==> src/rtl/gpr_wb_arbiter.sv <==
`default_nettype none
// ============================================================================
//  Module      : gpr_wb_arbiter
//  Description : Schedules GPR writes onto the upper/lower writeback ports.
//                Fixed-latency pipe results own their port; NUM_REQ
//                variable-latency requesters fill idle ports round-robin.
//                Optional starvation guard enabled by WB_ARB_STARVE_EN.
//  Revision    : 1.0 - initial release
// ============================================================================
module gpr_wb_arbiter #(
   parameter int NUM_REQ      = 3,
   parameter int STARVE_LIMIT = 8
) (
   input  logic                  clk,
   input  logic                  rst,
   input  logic                  interlock,
   input  logic                  p_u_valid,
   input  logic [4:0]            p_u_rt,
   input  logic [31:0]           p_u_data,
   input  logic                  p_l_valid,
   input  logic [4:0]            p_l_rt,
   input  logic [31:0]           p_l_data,
   input  logic [NUM_REQ-1:0]    req_valid,
   input  logic [NUM_REQ*5-1:0]  req_rt,
   input  logic [NUM_REQ*32-1:0] req_data,
   output logic [NUM_REQ-1:0]    req_ready,
   output logic [31:0]           u_tdata,
   output logic [4:0]            u_rt,
   output logic                  u_rt_flag,
   output logic [31:0]           l_tdata,
   output logic [4:0]            l_rt,
   output logic                  l_rt_flag,
   output logic                  wb_stall
);

   localparam int PTR_W = (NUM_REQ > 1) ? $clog2(NUM_REQ) : 1;
   localparam int SUM_W = PTR_W + 1;
   localparam logic [SUM_W-1:0] c_num_req = SUM_W'(NUM_REQ);

   // Unpacked views of the flattened requester buses
   logic [4:0]         req_rt_a   [NUM_REQ];
   logic [31:0]        req_data_a [NUM_REQ];

   logic               active;
   logic [PTR_W-1:0]   rr_ptr;
   logic [PTR_W-1:0]   rr_nxt;
   logic [PTR_W-1:0]   last_idx;
   logic [SUM_W-1:0]   last_sum;
   logic [SUM_W-1:0]   scan_sum;
   logic [PTR_W-1:0]   scan_idx;
   logic               any_grant;
   logic [NUM_REQ-1:0] grant;
   logic [NUM_REQ-1:0] starved;
   logic               force_en;
   logic [PTR_W-1:0]   force_idx;
   logic               upper_free;
   logic               lower_free;
   logic               have_first;
   logic [4:0]         first_rt;

   logic               u_wr_nxt;
   logic [4:0]         u_rt_nxt;
   logic [31:0]        u_data_nxt;
   logic               l_wr_nxt;
   logic [4:0]         l_rt_nxt;
   logic [31:0]        l_data_nxt;

   genvar gi;
   generate
      for (gi = 0; gi < NUM_REQ; gi++) begin : g_unpack
         assign req_rt_a[gi]   = req_rt[5*gi +: 5];
         assign req_data_a[gi] = req_data[32*gi +: 32];
      end
   endgenerate

   // No grants and no state change while reset is held or the pipe is interlocked
   assign active    = ~interlock & ~rst;
   assign req_ready = grant;

   // Port ownership, eligibility filtering and round-robin scan for free ports
   always_comb begin
      grant      = '0;
      any_grant  = 1'b0;
      last_idx   = rr_ptr;
      scan_sum   = '0;
      scan_idx   = '0;
      force_en   = 1'b0;
      force_idx  = '0;
      upper_free = 1'b0;
      lower_free = 1'b0;
      have_first = 1'b0;
      first_rt   = '0;
      u_wr_nxt   = 1'b0;
      u_rt_nxt   = u_rt;
      u_data_nxt = u_tdata;
      l_wr_nxt   = 1'b0;
      l_rt_nxt   = l_rt;
      l_data_nxt = l_tdata;

      if (active) begin
         // Downward scan so the lowest starved index wins
         for (int i = NUM_REQ - 1; i >= 0; i--) begin
            if (starved[i]) begin
               force_en  = 1'b1;
               force_idx = PTR_W'(i);
            end
         end

         if (force_en) begin
            // Starved requester takes the upper port; pipe slots are bubbled
            grant[force_idx] = 1'b1;
            any_grant        = 1'b1;
            last_idx         = force_idx;
            have_first       = 1'b1;
            first_rt         = req_rt_a[force_idx];
            u_wr_nxt         = 1'b1;
            u_rt_nxt         = req_rt_a[force_idx];
            u_data_nxt       = req_data_a[force_idx];
            lower_free       = 1'b1;
         end else begin
            // Equal destinations: the lower slot is younger, so upper is dropped
            u_wr_nxt   = p_u_valid & ~(p_l_valid & (p_u_rt == p_l_rt));
            l_wr_nxt   = p_l_valid;
            if (u_wr_nxt) begin
               u_rt_nxt   = p_u_rt;
               u_data_nxt = p_u_data;
            end
            if (l_wr_nxt) begin
               l_rt_nxt   = p_l_rt;
               l_data_nxt = p_l_data;
            end
            upper_free = ~p_u_valid;
            lower_free = ~p_l_valid;
         end

         for (int k = 0; k < NUM_REQ; k++) begin
            scan_sum = {1'b0, rr_ptr} + SUM_W'(k);
            if (scan_sum >= c_num_req) begin
               scan_sum = scan_sum - c_num_req;
            end
            scan_idx = scan_sum[PTR_W-1:0];
            if (req_valid[scan_idx] && !grant[scan_idx] && (upper_free || lower_free)
                && !(have_first && (req_rt_a[scan_idx] == first_rt))
                && !(!force_en && p_u_valid && (req_rt_a[scan_idx] == p_u_rt))
                && !(!force_en && p_l_valid && (req_rt_a[scan_idx] == p_l_rt))) begin
               grant[scan_idx] = 1'b1;
               any_grant       = 1'b1;
               last_idx        = scan_idx;
               have_first      = 1'b1;
               first_rt        = req_rt_a[scan_idx];
               if (upper_free) begin
                  upper_free = 1'b0;
                  u_wr_nxt   = 1'b1;
                  u_rt_nxt   = req_rt_a[scan_idx];
                  u_data_nxt = req_data_a[scan_idx];
               end else begin
                  lower_free = 1'b0;
                  l_wr_nxt   = 1'b1;
                  l_rt_nxt   = req_rt_a[scan_idx];
                  l_data_nxt = req_data_a[scan_idx];
               end
            end
         end
      end
   end

   // Pointer moves one past the last requester granted this cycle
   assign last_sum = {1'b0, last_idx} + SUM_W'(1);
   assign rr_nxt   = (last_sum >= c_num_req) ? '0 : last_sum[PTR_W-1:0];

   // Registered write ports and round-robin pointer; interlock freezes everything
   always_ff @(posedge clk or posedge rst) begin
      if (rst) begin
         u_rt_flag <= 1'b0;
         u_rt      <= '0;
         u_tdata   <= '0;
         l_rt_flag <= 1'b0;
         l_rt      <= '0;
         l_tdata   <= '0;
         rr_ptr    <= '0;
      end else if (!interlock) begin
         u_rt_flag <= u_wr_nxt;
         u_rt      <= u_rt_nxt;
         u_tdata   <= u_data_nxt;
         l_rt_flag <= l_wr_nxt;
         l_rt      <= l_rt_nxt;
         l_tdata   <= l_data_nxt;
         if (any_grant) begin
            rr_ptr <= rr_nxt;
         end
      end
   end

`ifdef WB_ARB_STARVE_EN
   localparam int CNT_W = $clog2(STARVE_LIMIT + 1);
   localparam logic [CNT_W-1:0] c_limit = CNT_W'(STARVE_LIMIT);

   logic [CNT_W-1:0] wait_cnt [NUM_REQ];
   logic [CNT_W-1:0] wait_nxt [NUM_REQ];
   logic             stall_nxt;
   logic             stall_q;

   generate
      for (gi = 0; gi < NUM_REQ; gi++) begin : g_starve
         assign starved[gi]  = req_valid[gi] & (wait_cnt[gi] >= c_limit);
         assign wait_nxt[gi] = (!req_valid[gi] || grant[gi]) ? '0 :
                               (wait_cnt[gi] < c_limit) ? wait_cnt[gi] + CNT_W'(1) :
                               wait_cnt[gi];

         // Per-requester wait counter, held during interlock
         always_ff @(posedge clk or posedge rst) begin
            if (rst) begin
               wait_cnt[gi] <= '0;
            end else if (!interlock) begin
               wait_cnt[gi] <= wait_nxt[gi];
            end
         end
      end
   endgenerate

   // Stall is raised in the cycle a counter sits at the limit
   always_comb begin
      stall_nxt = 1'b0;
      for (int i = 0; i < NUM_REQ; i++) begin
         if (wait_nxt[i] >= c_limit) begin
            stall_nxt = 1'b1;
         end
      end
   end

   // Registered stall flag
   always_ff @(posedge clk or posedge rst) begin
      if (rst) begin
         stall_q <= 1'b0;
      end else if (!interlock) begin
         stall_q <= stall_nxt;
      end
   end

   assign wb_stall = stall_q;
`else
   localparam int unused_starve_limit = STARVE_LIMIT;

   assign starved  = '0;
   assign wb_stall = 1'b0;
`endif

endmodule
`default_nettype wire
==> config.mk <==
export PLATFORM = sky130hd
export DESIGN_NAME = gpr_wb_arbiter
export DESIGN_NICKNAME = d
export VERILOG_FILES = /design/src/rtl/gpr_wb_arbiter.sv
export SDC_FILE = /design/constraint.sdc
export NUM_CORES = 1
export LEC_CHECK = 0
export ABC_AREA = 1
export CAP_MARGIN = 20
export CORE_ASPECT_RATIO = 1.2
export CORE_MARGIN = 2
export CORE_UTILIZATION = 45
export CTS_CLUSTER_SIZE = 20
export DETAILED_ROUTE_END_ITERATION = 10
export PLACE_DENSITY = 0.71
export REMOVE_ABC_BUFFERS = 1
export SKIP_CTS_REPAIR_TIMING = 1
export SKIP_LAST_GASP = 1
export SLEW_MARGIN = 20
export SYNTH_ARGS = -nofsm -noshare
export SYNTH_HDL_FRONTEND = slang
export SYNTH_SLANG_ARGS = --single-unit
==> constraint.sdc <==
create_clock -name clk -period 7.8 [get_ports clk]
set_input_delay 1.56 -clock clk [delete_from_list [all_inputs] [get_ports clk]]
set_output_delay 1.56 -clock clk [all_outputs]
set_load 0.03 [all_outputs]
After elaboration in Yosys (flattened, before gate mapping)
Index checks and enable logic that the tools add are counted.

$add $sub $neg: 6. Multipliers: 0. Divide/modulo/power cells: 0. Order comparisons: 16. Equality and inequality tests: 10. Shift-type cells: 0. Muxes and demuxes: 144. Bitwise logic cells: 15. Reductions and logical operators: 48.

Operators with widths (count): $mux W32 (24); $bmux W32 S2 (4); $mux W5 (30); $mux W1 (51); $eq A5 B5 Y1 (10); $bmux W5 S2 (4); $logic_and A1 B1 Y1 (30); $mux W2 (13); $mux W3 (8); $logic_not A1 Y1 (13); $bmux W1 S2 (6); $ge A3 B3 Y1 const B (4); $lt A2 B3 Y1 const B (4); $not A2 Y3 (4); $ge A3 B2 Y1 const B (3); $or A3 B3 Y3 (3); $demux W1 S2 (4); $ge A2 B1 Y1 const B (4); $add A2 B1 Y3 const B (2); $sub A2 B2 Y2 const B (3); $not A1 Y1 (5); $reduce_and A2 Y1 (2); $add A2 B2 Y3 const B (1); $and A1 B1 Y1 (3); 2 further kinds (4).

Register bits after elaboration: 78. Latch bits: 0. Memory bits (writable): 0. ROM bits: 0. Output and inout port bits: 80. Word-level logic and storage cells: 246. Memories: 0.

Logic depth before layout (Yosys ltp)
Word-level depth: 42. Mapped depth: 31. Depth with buffers taken out: 28.

Worst setup path after synthesis
Ideal clock, no wire load.

Kind: input -> output. Start: input port req_rt[10]. End: output port req_ready[0]. Arrival: 4.168 ns. Required time: 6.240 ns. Path slack: 2.072 ns. Stages on the path: 22. Buffers on the path: 0. Path through: inv_1 -> o21ai_1 -> nand3_1 -> nand2_1 -> nor2_1 -> nand3_2 -> nand2_2 -> nor2_8 -> nand2_1 -> a21oi_4 -> nor2_8 -> nand2_4 -> inv_2 -> nor2_4 -> nand2_2 -> nand2_1 -> nand2_1 -> nor2_4 -> nand2_4 -> inv_4 -> nand2_1 -> a31oi_1.

Longest elaborated chain between the ends: 33.

RTL lines: from (decl) (RTL line 24) `input logic [NUM_REQ*5-1:0] req_rt,`; $bmux W5 S2 (RTL line 115) `first_rt = req_rt_a[force_idx];`; $mux W5 (implied by the code) (2 in series) (RTL line 115); $mux W5 (RTL line 109) `if (force_en) begin`; $mux W5 (RTL line 100) `if (active) begin`; $eq A5 B5 Y1 (RTL line 143) `&& !(have_first && (req_rt_a[scan_idx] == first_rt))`; $logic_and A1 B1 Y1 (RTL line 143); $logic_not A1 Y1 (RTL line 143); $logic_and A1 B1 Y1 (RTL line 143); (+15 left out); $mux W1 (implied by the code) (RTL line 142) `if (req_valid[scan_idx] && !grant[scan_idx] && (upper_free || lower_free)`; $logic_not A1 Y1 (RTL line 142); $logic_and A1 B1 Y1 (2 in series) (RTL line 142); $logic_and A1 B1 Y1 (RTL line 143); $logic_and A1 B1 Y1 (RTL line 144) `&& !(!force_en && p_u_valid && (req_rt_a[scan_idx] == p_u_rt))`; $logic_and A1 B1 Y1 (RTL line 145) `&& !(!force_en && p_l_valid && (req_rt_a[scan_idx] == p_l_rt))) begin`; $mux W3 (*) (RTL line 142); $mux W3 (*) (RTL line 100); to (decl) (RTL line 26) `output logic [NUM_REQ-1:0] req_ready,`.

Mark *: on every way between the ends. The rest lies on a longest branch, timed or not. The select of a mux whose other input is x is not followed.

Final worst setup path
Start: register rr_ptr[0]. End: output port req_ready[0].

Longest elaborated chain between the ends: 35.

RTL lines: from (decl) (RTL line 45) `logic [PTR_W-1:0] rr_ptr;`; from (signal assigned) (RTL line 189) `rr_ptr <= rr_nxt;`; $sub A2 B2 Y2 or $ge A2 B2 Y1 (tied branches) (RTL line 139, 138); $mux W2 (RTL line 138) `if (scan_sum >= c_num_req) begin`; $mux W2 (RTL line 100); $not A2 Y3 (implied by the code); $bmux W5 S2; $mux W5 (implied by the code) (2 in series); $eq A5 B5 Y1 (RTL line 143); $logic_and A1 B1 Y1 (RTL line 143); (+17 left out); $mux W1 (implied by the code) (RTL line 142); $logic_not A1 Y1 (RTL line 142); $logic_and A1 B1 Y1 (2 in series) (RTL line 142); $logic_and A1 B1 Y1 (RTL line 143); $logic_and A1 B1 Y1 (RTL line 144); $logic_and A1 B1 Y1 (RTL line 145); $mux W3 (*) (RTL line 142); $mux W3 (*) (RTL line 100).

Marks and branches as above.

==> flow_summary_export.csv <==
group,metric,value,unit
drt,drt-pass1-iter-count,7,
cells_and_area,area_growth,30.7,%
die,die_y,168,microns
sta,tightest_slew,1.12,ns
critical_path,critPathSlowestCell,"buf_4",
critical_path,timing.rr.start,"rr_ptr[0]",
placed_design,preCtsSetupSlack,1.06,ns
sta,rsz0062_at_grt,"no",
hold_path,worstHoldStart,"l_rt_flag",
global_routing,grt-ovfl-total,0,
placed_design,portBuffers,271,
clock_tree,clock_sinks,78,
run,maxCapViolCount,0,
drt,drt_iter0_drc,1259,
logic_synthesis,syn_area_per_cell,5.77,sq um
drt,wl,45200,microns
critical_path,rr_endpoint,"l_tdata[20]",
logic_synthesis,async_flop_share,100,%
hold_path,whs_path_depth,2,
global_routing,antenna_found_initial,6,
logic_synthesis,synthTopCellsByCount,"nand2_1 (499), inv_1 (218), nand3_1 (164), o21ai_0 (155), a21oi_1 (117)",
power,powerDensity,441,nW/um^2
sta,drv_slew,0,
critical_path,crit_buf_inv,6,
critical_path,endpoint_kind,"primary output",
global_routing,grt_util_met2,62.2,%
sta,fmax,144,MHz
clock_tree,ctsLongestPathBuffers,2,
critical_path,startpoint_type,"register",
logic_synthesis,ys_types,45,
global_routing,grt_max_degree,99,
hold_path,worstHoldPathType,"register to register",
status,status,"finished clean",
sta,fin_hold_ws,0.498,ns
logic_synthesis,synthDominantCellAreaShare,19.4,%
clock_tree,insertion_delay,0.36,ns
placed_design,place_congestion,1.04,
cells_and_area,fin_area,13100,sq um
global_routing,grt_usage,37.4,%
critical_path,critPathRequiredTime,6.24,ns
sta,period_share,89.3,%
logic_synthesis,netlist.top_cell.by_area,"dfrtp_1",
sta,period_minus_slack,6.96,ns
logic_synthesis,ys_warn_count,0,
critical_path,r2r_slack,1.76,ns
placed_design,dp_hpwl,29200,microns
clock_tree,path_clk_slew,0.07,ns
cells_and_area,fin_util,60.3,%
critical_path,crit_arrival,5.40,ns
global_routing,grt_use_met1,45.4,%
power,power_leakage,6.08,nW
logic_synthesis,synth_area,10000,sq um
die,die_w,140,microns
cells_and_area,fillers,2203,
sta,hold_violations,0,
sta,slew-limit-headroom,25.0,%
logic_synthesis,ys_seq_area_share,19.4,%
critical_path,worst_path_most_repeated_cell,"nand2_1",
logic_synthesis,synth_edf_count,0,
critical_path,crit_path_max_incr_delay,0.49,ns
cells_and_area,nNetsFinal,2115,
die,core,21800,sq um
critical_path,crit_type,"register to primary output",
die,die_area,23500,sq um
sta,setup_viol,0,
drt,via_count,13000,
global_routing,grt_util_met3,5.09,%
die,num_io_pins,273,
logic_synthesis,synth.area.top_cells,"dfrtp_1 (19%), nand2_1 (19%), nand3_1 (8.2%)",
logic_synthesis,yosysMostFrequentCell,"nand2_1",
drt,vias_per_cell,5.92,
sta,fin_skew,0.00773,ns
drt,ant_nets,0,
clock_tree,cts_tree,"built",
logic_synthesis,synth_cells,1741,
clock_tree,numCtsBuffers,9,
cells_and_area,drive_gt1_share,5.78,%
die,rows,59,
logic_synthesis,ys.flop_type,"dfrtp_1",
clock_tree,cts_root_buffer,"clkbuf_16",
placed_design,post_dp_cell_area,12800,sq um
global_routing,grt_pass1_wl,69300,microns
drt,drc,0,
drt,routedWlPerCell,20.5,microns
hold_path,whs_endpoint,"l_rt_flag",
global_routing,grt.busiest_layer,"met2",
global_routing,grt_pass1_vias,12800,
die,start_util,46.1,%
critical_path,path_delay_family,"simple AND/OR/NAND/NOR gates",
power,irDropWorstVdd,0.365,mV
clock_tree,cts.htree.levels,3,
logic_synthesis,ys_ff_latch,78,
sta,layout_setup_ws,0.837,ns
critical_path,worstPathMaxFanout,33,
critical_path,r2r_cells,27,
-- metrics by stage --
step,TNS (ns),instances,power (W)
after floorplan,-5.99,1612,0.00365
after global placement,0,2181,0.00516
after detailed placement,0,2181,0.00519
after CTS,0,2196,0.00570
after global routing,0,2202,0.00619
final,0,2202,0.00579
-- flip-flops by register name, summed over array words and instances (netlist names) --
name and count:
u_rt 5, rr_ptr 2, l_tdata 32, u_rt_flag 1, u_tdata 32, l_rt_flag 1
l_rt 5
-- cell type report --
type	count	area (sq um)	share of cell area, %
Clock buffer	9	225	1.71
Multi-Input combinational cell	1306	6740	51.3
Antenna cell	6	15.0	0.114
Timing Repair Buffer	295	2910	22.2
Sequential cell	78	1950	14.9
Inverter	228	860	6.54
Clock inverter	6	87.6	0.667
Tap cell	274	343	2.61
-- routing by layer --
| layer | share of wire [%] | wire [microns] | vias to the layer above |
|---|---|---|---|
| met1 | 38 | 17300 | 5924 |
| met5 | 0 | 0 | - |
| li1 | - | - | 6140 |
| met2 | 47 | 21000 | 807 |
| met3 | 9.3 | 4180 | 165 |
| met4 | 5.9 | 2650 | 0 |
-- worst reg2reg max path, cell delays in order, from the launching register on --
cell and delay [ns]:
dfrtp_1 0.48, inv_1 0.17, ha_4 0.36, inv_2 0.40
nor2_4 0.33, buf_4 0.49, nand2_1 0.12, nand3_1 0.11
nand2_1 0.06, nor2_1 0.12, nand3_2 0.18, nand4_1 0.21
nand2_1 0.07, nand2_1 0.11, nand3_4 0.14, nand2_4 0.20
inv_2 0.15, nor2_4 0.15, nand2_2 0.12, nand2_1 0.10
nand2_1 0.08, nor2_4 0.16, nand2_4 0.12, nor2_4 0.81
buf_4 0.38, nand2_1 0.08, nand3_1 0.10, o21ai_1 0.10
-- cell families after synthesis --
group                      share of synthesized area (%)
AOI/OAI and AO/OA                                   28.1
muxes                                               3.27
adders and majority gates                          0.498
other                                             0.0373
xor gates and xnor gates                           0.697
buffers and inverters                               14.1
and+or+nand+nor                                     33.9
DFF                                                 19.4
-- layout by cell type (no fill, tap or decap), types with 10 or more instances in the layout --
cell | netlist | routed
nand3_1 | 164 | 164
o31a_1 | 16 | 16
mux2i_1 | 16 | 16
o21ai_0 | 155 | 155
nor2_1 | 47 | 43
o21ai_1 | 52 | 52
nor2_4 | 4 | 10
nor3_1 | 22 | 22
inv_1 | 218 | 216
a22oi_1 | 94 | 94
a21oi_1 | 117 | 117
clkdlybuf4s50_1 | 0 | 268
a211oi_1 | 16 | 16
nand2_1 | 499 | 498
buf_4 | 9 | 25
or2_1 | 13 | 13
mux2_2 | 15 | 15
dfrtp_1 | 78 | 78
-- worst max path at each step --
stage / from / end / slack [ns] / cells after the start
6_report: rr_ptr[0] / req_ready[0] / 0.84 / 26
5_1_grt: rr_ptr[0] / req_ready[0] / 0.56 / 26
4_1_cts: rr_ptr[0] / req_ready[0] / 0.97 / 26
3_5_place_dp: req_rt[10] / req_ready[0] / 1.06 / 24
3_3_place_gp: req_rt[10] / req_ready[0] / 1.09 / 24
2_1_floorplan: interlock / req_ready[0] / -2.00 / 3
-- power by group --
group          total, W  switching, W  leakage (nW)  internal [W]
clock network  0.000487      0.000208         0.155      0.000280
registers      0.000749      0.000145         0.963      0.000604
logic           0.00455       0.00302          4.96       0.00153
total           0.00579       0.00337          6.08       0.00242
Note: power is estimated with default switching activity, not from simulation.
